$ cat config.mk
export PLATFORM = sky130hd
export DESIGN_NAME = line_buffer_window_ctrl
export DESIGN_NICKNAME = d
export VERILOG_FILES = /design/src/rtl/line_buffer_window_ctrl.sv
export SDC_FILE = /design/constraint.sdc
export NUM_CORES = 1
export LEC_CHECK = 0
export CAP_MARGIN = 20
export CORE_ASPECT_RATIO = 1.4
export CORE_MARGIN = 2
export CORE_UTILIZATION = 45
export DETAILED_ROUTE_END_ITERATION = 12
export GPL_TIMING_DRIVEN = 0
export PLACE_DENSITY = 0.79
export RECOVER_POWER = 50
export SLEW_MARGIN = 0
export SYNTH_ARGS = -nofsm -noshare
export SYNTH_HDL_FRONTEND = slang
export SYNTH_SLANG_ARGS = --single-unit
$ cat constraint.sdc
create_clock -name clk -period 5.35 [get_ports clk]
set_input_delay 1.3375 -clock clk [delete_from_list [all_inputs] [get_ports clk]]
set_output_delay 1.3375 -clock clk [all_outputs]
set_load 0.01 [all_outputs]
$ cat src/rtl/line_buffer_window_ctrl.sv
// line_buffer_window_ctrl: accepts a raster pixel stream, feeds a WIN-tap line-buffer chain
// and flags when a complete WIN x WIN window is available with its centre coordinates.
module line_buffer_window_ctrl #(
  parameter int IMG_W = 684,
  parameter int IMG_H = 480,
  parameter int WIN   = 7
) (
  input  logic       clk,
  input  logic       rst,
  input  logic       in_valid,
  input  logic       in_sof,
  input  logic [7:0] in_pix,
  output logic       in_ready,
  output logic       lb_en,
  output logic [7:0] lb_din,
  output logic       win_valid,
  output logic [9:0] win_row,
  output logic [9:0] win_col,
  output logic       frame_done,
  output logic       sof_err
);
  localparam logic [1:0] IDLE = 2'd0, FILL = 2'd1, RUN = 2'd2, DONE = 2'd3;
  localparam logic [9:0] LAST_COL = 10'(IMG_W - 1);
  localparam logic [9:0] LAST_ROW = 10'(IMG_H - 1);
  localparam logic [9:0] EDGE = 10'(WIN - 1);
  localparam logic [9:0] HALF = 10'((WIN - 1) / 2);
  logic [1:0] state_q, state_d;
  logic [9:0] col_q, row_q, col_d, row_d;
  logic [9:0] pos_col, pos_row, nxt_col, nxt_row;
  logic       acc, last, win_hit;
  logic       lb_en_q, win_valid_q, sof_err_q;
  logic [7:0] lb_din_q;
  logic [9:0] win_row_q, win_col_q;
  // In IDLE only a start-of-frame pixel is taken; any accepted sof restarts at (0,0).
  always_comb begin
    in_ready = state_q != DONE;
    acc = in_valid & in_ready & ((state_q != IDLE) | in_sof);
    pos_col = in_sof ? 10'd0 : col_q;
    pos_row = in_sof ? 10'd0 : row_q;
    last = (pos_row == LAST_ROW) && (pos_col == LAST_COL);
    nxt_col = (pos_col == LAST_COL) ? 10'd0 : pos_col + 10'd1;
    nxt_row = (pos_col == LAST_COL) ? pos_row + 10'd1 : pos_row;
    win_hit = acc && (pos_row >= EDGE) && (pos_col >= EDGE);
    state_d = (state_q == DONE) ? IDLE : !acc ? state_q : last ? DONE : (nxt_row >= EDGE) ? RUN : FILL;
    col_d = !acc ? col_q : last ? 10'd0 : nxt_col;
    row_d = !acc ? row_q : last ? 10'd0 : nxt_row;
  end
  always_ff @(posedge clk) begin
    if (rst) begin
      state_q <= IDLE;
      col_q <= '0;
      row_q <= '0;
      lb_en_q <= 1'b0;
      lb_din_q <= '0;
      win_valid_q <= 1'b0;
      win_row_q <= '0;
      win_col_q <= '0;
      sof_err_q <= 1'b0;
    end else begin
      state_q <= state_d;
      col_q <= col_d;
      row_q <= row_d;
      lb_en_q <= acc;
      if (acc) lb_din_q <= in_pix;
      win_valid_q <= win_hit;
      if (win_hit) win_row_q <= pos_row - HALF;
      if (win_hit) win_col_q <= pos_col - HALF;
      sof_err_q <= acc & in_sof & (state_q != IDLE);
    end
  end
  assign lb_en = lb_en_q;
  assign lb_din = lb_din_q;
  assign win_valid = win_valid_q;
  assign win_row = win_row_q;
  assign win_col = win_col_q;
  assign frame_done = state_q == DONE;
  assign sof_err = sof_err_q;
endmodule

==> results.md, run 1 <==
- Routed vias: 2937
- Tcrit/Tclk final: 0.951
- Startpoint Class: primary input
- WL per Instance: 15.7 um
- Syn nets: 401
- Overflow left after global routing: 0
- Maximum VDD drop: 0.164 mV
- Placed Cells incl. Taps: 502
- H-tree levels: 2
- # nets final: 450
- Vias in the first global route: 2662
- FMAX: 0.197 GHz
- Top_reg_cell synth: dfxtp_1
- TritonCTS clock tree: yes
- GRT Overall Usage: 0.228
- Final wirelength: 8000 um
- Initial antenna violation count: 0
- Routability congestion estimate: 0.912
- Post-synth EDFFs: 0
- Clock latency on the worst-skew pair: about 320 ps
- Async SR Flop Fraction: 0
- Full die area: 7250 um^2
- DR DRC count: 0
- Synthesized area: 2960 um^2
- Initial drt markers: 199
- Starting density of the core: 0.456
- Max-Cap Viols: 0
- Die Height: 99.9 um
- Status: complete, no violations
- Ys Warns: 0
- HPWL after DPL: approximately 6000 um
- Clock Pin Slew Worst Setup and Hold Paths: 100 ps
- Via density: 5.77
- Slew @ Worst Pin: 641 ps
- Core area: 6480 um^2
- WP data required: 5560 ps
- Avg Cell Area, Syn: roughly 7.7 um^2
- Post-synth cell types: 51
- Final Setup Violations: 0
- Clk sinks: 53
- Drt pass-1 iters: 5
- Area Growth Syn to Fin: 21.3%
- Pwr dens: 211 nW/um^2
- Worst clock skew: between 10 and 15 ps
- WP data arrival: 5300 ps
- # port buffers: 43
- HP Class: flop to flop
- Die W: 72.5 um
- Row count: 35
- Maximum fanout along the worst path: 19
- Layout cells sized above 1: 0.0529
- Crit path kind: primary input to flop
- Relative slew slack: 0.568
- Cell count after synthesis: 385
- Seq/Total Area, Yosys: 0.359
- I/O pins: 45
- Design Power: 0.000757 W
- Clock Tree Root: clkbuf_8
- Worst setup margin: 261 ps
- Fin. Hold Viols: 0
- Yosys reg bits: between 50 and 60
- Non-filler cells in the finished layout: 509
- Post-Place Setup Slack: -397 ps
- Post-layout minimum cycle time: around 5000 ps
- CP Capture Type: flop
- Post-CTS Resized: 0
- RSZ-0062 raised after global routing: no
- Max Slew Vio Count: 0
- Largest net degree at the start of global routing: 20
- Static leakage: 1.43 nW
- Max Root-Sink Buffers: 2
- First-pass GRT wire length: 13100 um
- ANT cells: 0
- TritonCTS Buffers: 5
- Post-route ant nets: 0
-- through the flow --
| step | util | instance area [um^2] | hold WS, ps | setup TNS, ps |
|---|---|---|---|---|
| after floorplan | - | 2960 | 459 | 0 |
| after global placement | 0.537 | 3480 | 446 | -3520 |
| after detailed placement | 0.537 | 3480 | 448 | -3870 |
| after CTS | 0.554 | 3590 | 460 | 0 |
| after global routing | 0.554 | 3590 | 479 | 0 |
| final | 0.554 | 3590 | 455 | 0 |
-- per-layer routing --
| layer | track usage | share of wire | vias up |
|---|---|---|---|
| met3 | 0.0301 | 0.052 | 11 |
| met5 | 0 | 0 | - |
| met4 | 0.0926 | 0.018 | 0 |
| met2 | 0.392 | 0.51 | 107 |
| li1 | - | - | 1453 |
| met1 | 0.285 | 0.42 | 1366 |
-- cells in the mapped netlist (2+ instances only) --
library cell  count  area (um^2)
or4_1             2         15.0
inv_1             6         22.5
and3_1            9         56.3
a311oi_1          2         17.5
o31ai_1           2         15.0
mux2i_1           8         80.1
buf_6             2         22.5
nand2b_1         10         62.6
o21ai_0          21          105
a31oi_1           3         18.8
a211oi_1         15          113
or3_1             4         25.0
nor4_1            4         25.0
a21oi_1          32          160
nor2_1           49          184
ha_1              4         50.1
o21bai_1          3         22.5
xnor2_1           8         70.1
nand4_1           8         50.1
nand2_1          39          146
clkbuf_1         24         90.1
o31a_1            4         35.0
dfxtp_1          53         1060
a22oi_1           3         22.5
nor3b_1           2         15.0
buf_1             3         11.3
and4b_1           5         50.1
buf_2             6         30.0
nor3_1           10         50.1
nand3_1           7         35.0
nor2b_1          12         75.1
xor2_1            6         52.6
-- path summary, 6_finish.rpt --
kind,end,from,cells past startpoint,slack (ps)
hold / removal,lb_din[2]$_SDFFE_PP0P_,lb_din[2]$_SDFFE_PP0P_,2,450
setup / recovery,state_q[0]$_SDFFE_PP0P_,in_sof,14,260
setup reg to reg,row_q[9]$_SDFFE_PP0P_,col_q[0]$_SDFFE_PP0P_,9,2400
hold reg to reg,lb_din[2]$_SDFFE_PP0P_,lb_din[2]$_SDFFE_PP0P_,2,450
-- layout make-up --
type | count | area, um^2
tap | 74 | 92.6
multi-input combinational | 288 | 1700
clock inverter | 2 | 38.8
timing repair buffer | 43 | 430
fill | 627 | 2890
inverter | 7 | 26.3
clock buffer | 6 | 72.6
sequential | 53 | 1060
buffer | 36 | 163
-- sequential cells by signal, indices dropped and copies added (netlist names) --
register and count:
col_q 10, lb_din 8, lb_en 1, row_q 10, sof_err 1, state_q 2, win_col 10, win_row 10
win_valid 1
-- repair_timing --
| item | 4_1_cts | 5_1_grt |
|---|---|---|
| setup buffers | 0 | 0 |
| hold buffers | 0 | 0 |
| hold endpoints to repair | 0 | 0 |
| endpoints found under the setup margin | 3 | 0 |
-- cell usage in the layout (no fill, tap or decap), types with 7 or more instances in the layout --
cell type | synthesis | routed
a211oi_1 | 15 | 15
a21oi_1 | 32 | 32
and3_1 | 9 | 9
clkbuf_1 | 24 | 25
clkdlybuf4s50_1 | 0 | 10
dfxtp_1 | 53 | 53
dlygate4sd3_1 | 0 | 33
mux2i_1 | 8 | 8
nand2_1 | 39 | 39
nand2b_1 | 10 | 10
nand3_1 | 7 | 7
nand4_1 | 8 | 8
nor2_1 | 49 | 49
nor2b_1 | 12 | 12
nor3_1 | 10 | 10
o21ai_0 | 21 | 21
xnor2_1 | 8 | 8
-- critical path: stages --
cell and delay [ps]:
clkdlybuf4s50_1 680, clkbuf_1 390, clkbuf_1 440, buf_2 420
nor2b_1 130, ha_1 200, buf_2 170, and4b_1 250
and3_1 190, buf_6 140, o31a_1 100, a211oi_1 280
nand4_1 220, a221oi_1 340
-- cells by family (layout without fill, tap and decap cells) --
kind of cell,after synthesis,in the layout,share of synthesized area
adder cells (fa/ha/maj),4,4,0.0169
XOR/XNOR,14,14,0.0415
multiplexers,9,9,0.0309
flip-flops,53,53,0.359
AO/OA/AOI/OAI,93,93,0.195
AND/OR/NAND/NOR,168,168,0.291
buffers and inverters,44,94,0.0651
-- power breakdown --
part / total (W) / internal [W] / switching [W]
Clock: 0.000281 / 0.000141 / 0.000140
Combinational: 0.0000709 / 0.0000273 / 0.0000436
Sequential: 0.000405 / 0.000401 / 0.00000418
Total: 0.000757 / 0.000569 / 0.000188
Power figures use the tool's default switching activity.
==> inputs of run 2 (changes only) <==
Settings changed: CORE_ASPECT_RATIO 1.4 to not set.
==> results.md, run 2 (synthesized netlist as in run 1, its figures left out) <==
- Overflow left after global routing: 0 (unchanged)
- WL per Instance: 15.5 um (was 15.7 um)
- Crit path largest cell delay: 730 ps (was 680 ps)
- FMAX: 0.195 GHz (was 0.197 GHz)
- RSZ-0062 raised after global routing: no (unchanged)
- Fin. Hold Viols: 0 (unchanged)
- Clk sinks: 53 (unchanged)
- Placed cell area: 3480 um^2 (about the same)
- Post-layout minimum cycle time: 5130 ps (was 5090 ps)
- Top cell family by delay on the critical path: buffers and inverters (unchanged)
- DR DRC count: 0 (unchanged)
- TritonCTS clock tree: yes (unchanged)
- Crit path kind: primary input to flop (unchanged)
- Worst path bufs/invs: 6 (unchanged)
- Comb power frac: 0.100 (was 0.094)
- Tcrit/Tclk final: 0.959 (was 0.951)
- Core area: 6350 um^2 (was 6480 um^2)
- Row count: 29 (was 35)
- Worst clock skew: 8.46 ps (was 11.1 ps)
- CP Capture Type: flop (unchanged)
- I/O pins: 45 (unchanged)
- Max Slew Vio Count: 0 (unchanged)
- Fin area: 3570 um^2 (was 3590 um^2)
- Vias in the first global route: 2689 (was 2662)
- Pwr dens: 198 nW/um^2 (was 211 nW/um^2)
- TritonCTS Buffers: 5 (unchanged)
- Share of total power in the clock network: 0.329 (was 0.371)
- Via density: 5.71 (was 5.77)
- Max-Cap Viols: 0 (unchanged)
- Psw: 0.000189 W (was 0.000188 W)
- Commonest cells after routing, fill and taps aside: 53 x dfxtp_1, 49 x nor2_1, 39 x nand2_1, 34 x dlygate4sd3_1, 32 x a21oi_1 (was 53 x dfxtp_1, 49 x nor2_1, 39 x nand2_1, 33 x dlygate4sd3_1, 32 x a21oi_1)
- HPWL after DPL: 5940 um (was 5950 um)
- WP data required: 5580 ps (was 5560 ps)
- Slowest stage cell, crit path: dlygate4sd3_1 (was clkdlybuf4s50_1)
- Layout cells sized above 1: 0.0552 (was 0.0529)
- # nets final: 450 (unchanged)
- Area Growth Syn to Fin: 20.8% (was 21.3%)
- Drt pass-1 iters: 4 (was 5)
- Sequential power share: 0.571 (was 0.536)
- Post-CTS Resized: 0 (unchanged)
- Starting density of the core: 0.466 (was 0.456)
- Relative slew slack: 0.544 (was 0.568)
- First-pass GRT wire length: 13000 um (was 13100 um)
- Cell Chain, Critical Path: dlygate4sd3_1 -> clkbuf_1 -> clkbuf_1 -> buf_2 -> nor2b_1 -> ha_1 -> buf_2 -> and4b_1 -> and3_1 -> buf_6 -> o31a_1 -> a211oi_1 -> nand4_1 -> a221oi_1 (was clkdlybuf4s50_1 -> clkbuf_1 -> clkbuf_1 -> buf_2 -> nor2b_1 -> ha_1 -> buf_2 -> and4b_1 -> and3_1 -> buf_6 -> o31a_1 -> a211oi_1 -> nand4_1 -> a221oi_1)
- ANT cells: 0 (unchanged)
- Full die area: 7240 um^2 (was 7250 um^2)
- Clock Tree Root: clkbuf_8 (unchanged)
- Startpoint Class: primary input (unchanged)
- Hold WS: 459 ps (was 455 ps)
- Largest net degree at the start of global routing: 20 (unchanged)
- Routed vias: 2921 (was 2937)
- Clock latency on the worst-skew pair: 320 ps (about the same)
- H-tree levels: 2 (unchanged)
- Final Setup Violations: 0 (unchanged)
- Reg2reg setup slack: 2460 ps (was 2400 ps)
- GRT Overall Usage: 0.223 (was 0.228)
- Final TNS setup: 0 ps (unchanged)
- Status: complete, no violations (unchanged)
- Static leakage: 1.42 nW (was 1.43 nW)
- # port buffers: 43 (unchanged)
- Sw Ratio: 0.266 (was 0.248)
- HP Class: flop to flop (unchanged)
- Maximum VDD drop: 0.128 mV (was 0.164 mV)
- Die Height: 85.1 um (was 99.9 um)
- Maximum fanout along the worst path: 19 (unchanged)
- Post-route ant nets: 0 (unchanged)
- Die W: 85.1 um (was 72.5 um)
- Initial antenna violation count: 0 (unchanged)
- Postcts setup bufs: 0 (unchanged)
- Final wirelength: 7960 um (was 8000 um)
- Max Root-Sink Buffers: 2 (unchanged)
- Slew @ Worst Pin: 677 ps (was 641 ps)
- Commonest non-fill, non-tap cell in the layout: dfxtp_1 (unchanged)
- Routability congestion estimate: 0.989 (was 0.912)
- Initial drt markers: 226 (was 199)
- WP data arrival: 5360 ps (was 5300 ps)
- Internal power: 0.000520 W (was 0.000569 W)
- Clock Pin Slew Worst Setup and Hold Paths: 100 ps (about the same)
-- run 2: cell count changes in the layout (fill, tap and decap cells not counted) --
cell,previous run,this run
clkdlybuf4s50_1,10,9
bufinv_16,1,0
clkinvlp_4,0,3
clkbuf_1,25,24
clkinv_4,1,0
dlygate4sd3_1,33,34
-- run 2: per-stage QoR --
step / worst slack (ps) / total power [W] / cells / utilization
detailed placement: -364 / 0.000488 / 505 / 0.549
global placement: -380 / 0.000487 / 505 / 0.549
global route: 85.4 / 0.000740 / 512 / 0.563
finish: 217 / 0.000709 / 512 / 0.563
CTS: 359 / 0.000718 / 512 / 0.563
floorplan: 1330 / 0.000454 / 385 / -
-- run 2: cell type report --
| class | count | area, um^2 |
|---|---|---|
| Timing Repair Buffer | 43 | 430 |
| Clock buffer | 5 | 68.8 |
| Sequential cell | 53 | 1060 |
| Inverter | 7 | 26.3 |
| Multi-Input combinational cell | 288 | 1700 |
| Buffer | 36 | 163 |
| Clock inverter | 3 | 22.5 |
| Tap cell | 77 | 96.3 |
| Fill cell | 585 | 2780 |
-- run 2: worst paths after layout --
check	start	to	depth (start not counted)
setup / recovery	in_sof	state_q[0]$_SDFFE_PP0P_	14
hold / removal	lb_din[2]$_SDFFE_PP0P_	lb_din[2]$_SDFFE_PP0P_	2
setup reg to reg	row_q[1]$_SDFFE_PP0P_	state_q[0]$_SDFFE_PP0P_	9
hold reg to reg	lb_din[2]$_SDFFE_PP0P_	lb_din[2]$_SDFFE_PP0P_	2
-- run 2: repair_timing --
action / 4_1_cts / 5_1_grt
endpoints found under the hold margin: 0 / 0
setup endpoints to repair: 1 / 0
hold buffers: 0 / 0
-- run 2: worst reg2reg max path, delay by kind of cell (launching register included) --
family	cells	cell delay, ps
buffers and inverters	1	340
adder cells (fa/ha/maj)	1	180
AO/OA/AOI/OAI	2	600
multiplexers	1	160
AND/OR/NAND/NOR	4	1010
flip-flops	1	510
-- run 2: routing by layer --
layer,vias up,track usage,part of all wire
li1,1444,-,-
met1,1375,0.306,0.47
met2,92,0.357,0.46
met3,10,0.0447,0.058
met4,0,0.0606,0.012
met5,-,0,0
-- run 2: power by group through the flow --
| stage | combinational [W] | clock, W | sequential [W] |
|---|---|---|---|
| final | 0.0000706 | 0.000233 | 0.000405 |
| after global placement | 0.0000725 | 0 | 0.000414 |
| after floorplan | 0.0000379 | 0 | 0.000416 |
| after detailed placement | 0.0000731 | 0 | 0.000415 |
| after global routing | 0.0000787 | 0.000256 | 0.000406 |
| after CTS | 0.0000728 | 0.000239 | 0.000405 |
==> inputs of run 3 (changes only) <==
Settings changed: GPL_TIMING_DRIVEN 0 to not set, PLACE_DENSITY 0.79 to 0.68.
==> results.md, run 3 (synthesized netlist as in run 1, its figures left out) <==
- Sequential cell area: 1060 um^2 (unchanged)
- Largest net degree at the start of global routing: 54 (was 20)
- Final wirelength: 7280 um (was 7960 um)
- Crit path kind: primary input to flop (unchanged)
- Post-CTS Resized: 0 (unchanged)
- DR DRC count: 0 (unchanged)
- Filler cells: 596 (was 585)
- Post-route ant nets: 0 (unchanged)
- Sw Ratio: 0.240 (was 0.266)
- Die Height: 85.1 um (unchanged)
- Commonest cells after routing, fill and taps aside: 53 x dfxtp_1, 49 x nor2_1, 39 x nand2_1, 34 x dlygate4sd3_1, 32 x a21oi_1 (unchanged)
- Crit path largest cell delay: 580 ps (was 730 ps)
- WP data arrival: 4430 ps (was 5360 ps)
- Relative slew slack: 0.350 (was 0.544)
- Initial drt markers: 284 (was 226)
- Comb power frac: 0.087 (was 0.100)
- Sequential power share: 0.543 (was 0.571)
- Fin area: 3450 um^2 (was 3570 um^2)
- RSZ-0062 raised after global routing: no (unchanged)
- HP Class: flop to flop (unchanged)
- WL per Instance: 15.2 um (was 15.5 um)
- Startpoint Class: primary input (unchanged)
- Row count: 29 (unchanged)
- Post-layout minimum cycle time: 4190 ps (was 5130 ps)
- Commonest non-fill, non-tap cell in the layout: dfxtp_1 (unchanged)
- Die W: 85.1 um (unchanged)
- Max-Cap Viols: 0 (unchanged)
- Initial antenna violation count: 0 (unchanged)
- Worst R2R End: row_q[9]$_SDFFE_PP0P_ (was state_q[0]$_SDFFE_PP0P_)
- ANT cells: 0 (unchanged)
- Clock Tree Root: clkbuf_8 (unchanged)
- Final Setup Violations: 0 (unchanged)
- Worst clock skew: 8.71 ps (was 8.46 ps)
- Worst r2r src: col_q[0]$_SDFFE_PP0P_ (was row_q[1]$_SDFFE_PP0P_)
- TritonCTS clock tree: yes (unchanged)
- # nets final: 418 (was 450)
- Final TNS setup: 0 ps (unchanged)
- Reg2reg setup slack: 2370 ps (was 2460 ps)
- Vias in the first global route: 2454 (was 2689)
- Clock Pin Slew Worst Setup and Hold Paths: 100 ps (about the same)
- Routed vias: 2698 (was 2921)
- Via density: 5.62 (was 5.71)
- Slowest stage cell, crit path: and3_1 (was dlygate4sd3_1)
- I/O pins: 45 (unchanged)
- Cell Chain, Critical Path: dlygate4sd3_1 -> nor2b_1 -> ha_1 -> and4b_1 -> and3_1 -> and4_4 -> inv_2 -> or4_1 -> a21oi_1 (was dlygate4sd3_1 -> clkbuf_1 -> clkbuf_1 -> buf_2 -> nor2b_1 -> ha_1 -> buf_2 -> and4b_1 -> and3_1 -> buf_6 -> o31a_1 -> a211oi_1 -> nand4_1 -> a221oi_1)
- Static leakage: 1.37 nW (was 1.42 nW)
- Full die area: 7240 um^2 (unchanged)
- Max Slew Vio Count: 0 (unchanged)
- Internal power: 0.000567 W (was 0.000520 W)
- HPWL after DPL: 5050 um (was 5940 um)
- GRT Overall Usage: 0.206 (was 0.223)
- Non-filler cells in the finished layout: 480 (was 512)
- Psw: 0.000179 W (was 0.000189 W)
- # port buffers: 44 (was 43)
- Placed Cells incl. Taps: 472 (was 505)
- Maximum fanout along the worst path: 18 (was 19)
- WP data required: 5590 ps (was 5580 ps)
- Worst reg2reg path depth: 8 (was 9)
- H-tree levels: 2 (unchanged)
- Placed cell area: 3350 um^2 (was 3480 um^2)
- Hold buffer count at cts: 0 (unchanged)
- Share of total power in the clock network: 0.370 (was 0.329)
- Clk sinks: 53 (unchanged)
- Pwr dens: 216 nW/um^2 (was 198 nW/um^2)
- Maximum VDD drop: 0.111 mV (was 0.128 mV)
- Overflow left after global routing: 0 (unchanged)
- Max Root-Sink Buffers: 2 (unchanged)
- Area Growth Syn to Fin: 16.8% (was 20.8%)
- Core area: 6350 um^2 (unchanged)
- Starting density of the core: 0.466 (unchanged)
- Status: complete, no violations (unchanged)
- Crit path from: in_sof (unchanged)
- Layout cells sized above 1: 0.0397 (was 0.0552)
- Multi-input gate area: 1700 um^2 (unchanged)
- Slew @ Worst Pin: 975 ps (was 677 ps)
- Postcts setup bufs: 0 (unchanged)
- Worst Setup EP: row_q[9]$_SDFFE_PP0P_ (was state_q[0]$_SDFFE_PP0P_)
- Drt pass-1 iters: 4 (unchanged)
- CP Capture Type: flop (unchanged)
- First-pass GRT wire length: 12100 um (was 13000 um)
- Routability congestion estimate: 0.900 (was 0.989)
- FMAX: 0.239 GHz (was 0.195 GHz)
- Fin. Hold Viols: 0 (unchanged)
- TritonCTS Buffers: 5 (unchanged)
- Hold WS: 456 ps (was 459 ps)
- Tcrit/Tclk final: 0.783 (was 0.959)
- Clock latency on the worst-skew pair: 310 ps (was 320 ps)
[run 3: cell count changes in the layout (fill, tap and decap cells not counted), sizes merged]
cell / change
clkinv: +1
clkinvlp: -3
clkbuf: -23
buf: -8
bufinv: +1
[run 3: routing by layer]
metal,global-route usage,up-vias,wire length [um]
met4,0.0548,0,94
met2,0.335,79,3400
met5,0,-,0
li1,-,1391,-
met1,0.283,1220,3410
met3,0.0360,8,378
[run 3: power by group through the flow]
| stage | Sequential (W) | Combinational [W] | Clock, W |
|---|---|---|---|
| detailed placement | 0.000415 | 0.0000677 | 0 |
| global placement | 0.000414 | 0.0000673 | 0 |
| CTS | 0.000405 | 0.0000682 | 0.000284 |
| finish | 0.000405 | 0.0000652 | 0.000276 |
| global route | 0.000406 | 0.0000726 | 0.000298 |
| floorplan | 0.000416 | 0.0000379 | 0 |
[run 3: worst min-delay path by stage]
stage	from	to	slack [ps]	depth (start not counted)
floorplan	col_q[1]$_SDFFE_PP0P_	col_q[1]$_SDFFE_PP0P_	460	2
global placement	lb_din[5]$_SDFFE_PP0P_	lb_din[5]$_SDFFE_PP0P_	440	2
detailed placement	lb_din[6]$_SDFFE_PP0P_	lb_din[6]$_SDFFE_PP0P_	450	2
CTS	lb_din[6]$_SDFFE_PP0P_	lb_din[6]$_SDFFE_PP0P_	460	2
global route	lb_din[6]$_SDFFE_PP0P_	lb_din[6]$_SDFFE_PP0P_	480	2
finish	lb_din[1]$_SDFFE_PP0P_	lb_din[1]$_SDFFE_PP0P_	460	2
[run 3: final cells by class]
class                   count  share of cell area
inverters                   7             0.00761
clock inverters             2              0.0112
repair buffers             47               0.132
well taps                  77              0.0279
flip-flops and latches     53               0.307
multi-input cells         288               0.493
clock buffers               6              0.0210
[run 3: worst max-delay path: cells and delay by family]
family                   cells  cell delay, ps
AO/OA/AOI/OAI                1             140
buffers and inverters        2             600
AND/OR/NAND/NOR              5            1960
adder cells (fa/ha/maj)      1             380
[run 3: stage by stage]
step,setup WS (ps),utilization,total power [W]
after floorplan,1330,-,0.000454
after global placement,1130,0.527,0.000482
after detailed placement,1010,0.527,0.000482
after CTS,1350,0.544,0.000757
after global routing,993,0.544,0.000777
final,1160,0.544,0.000747
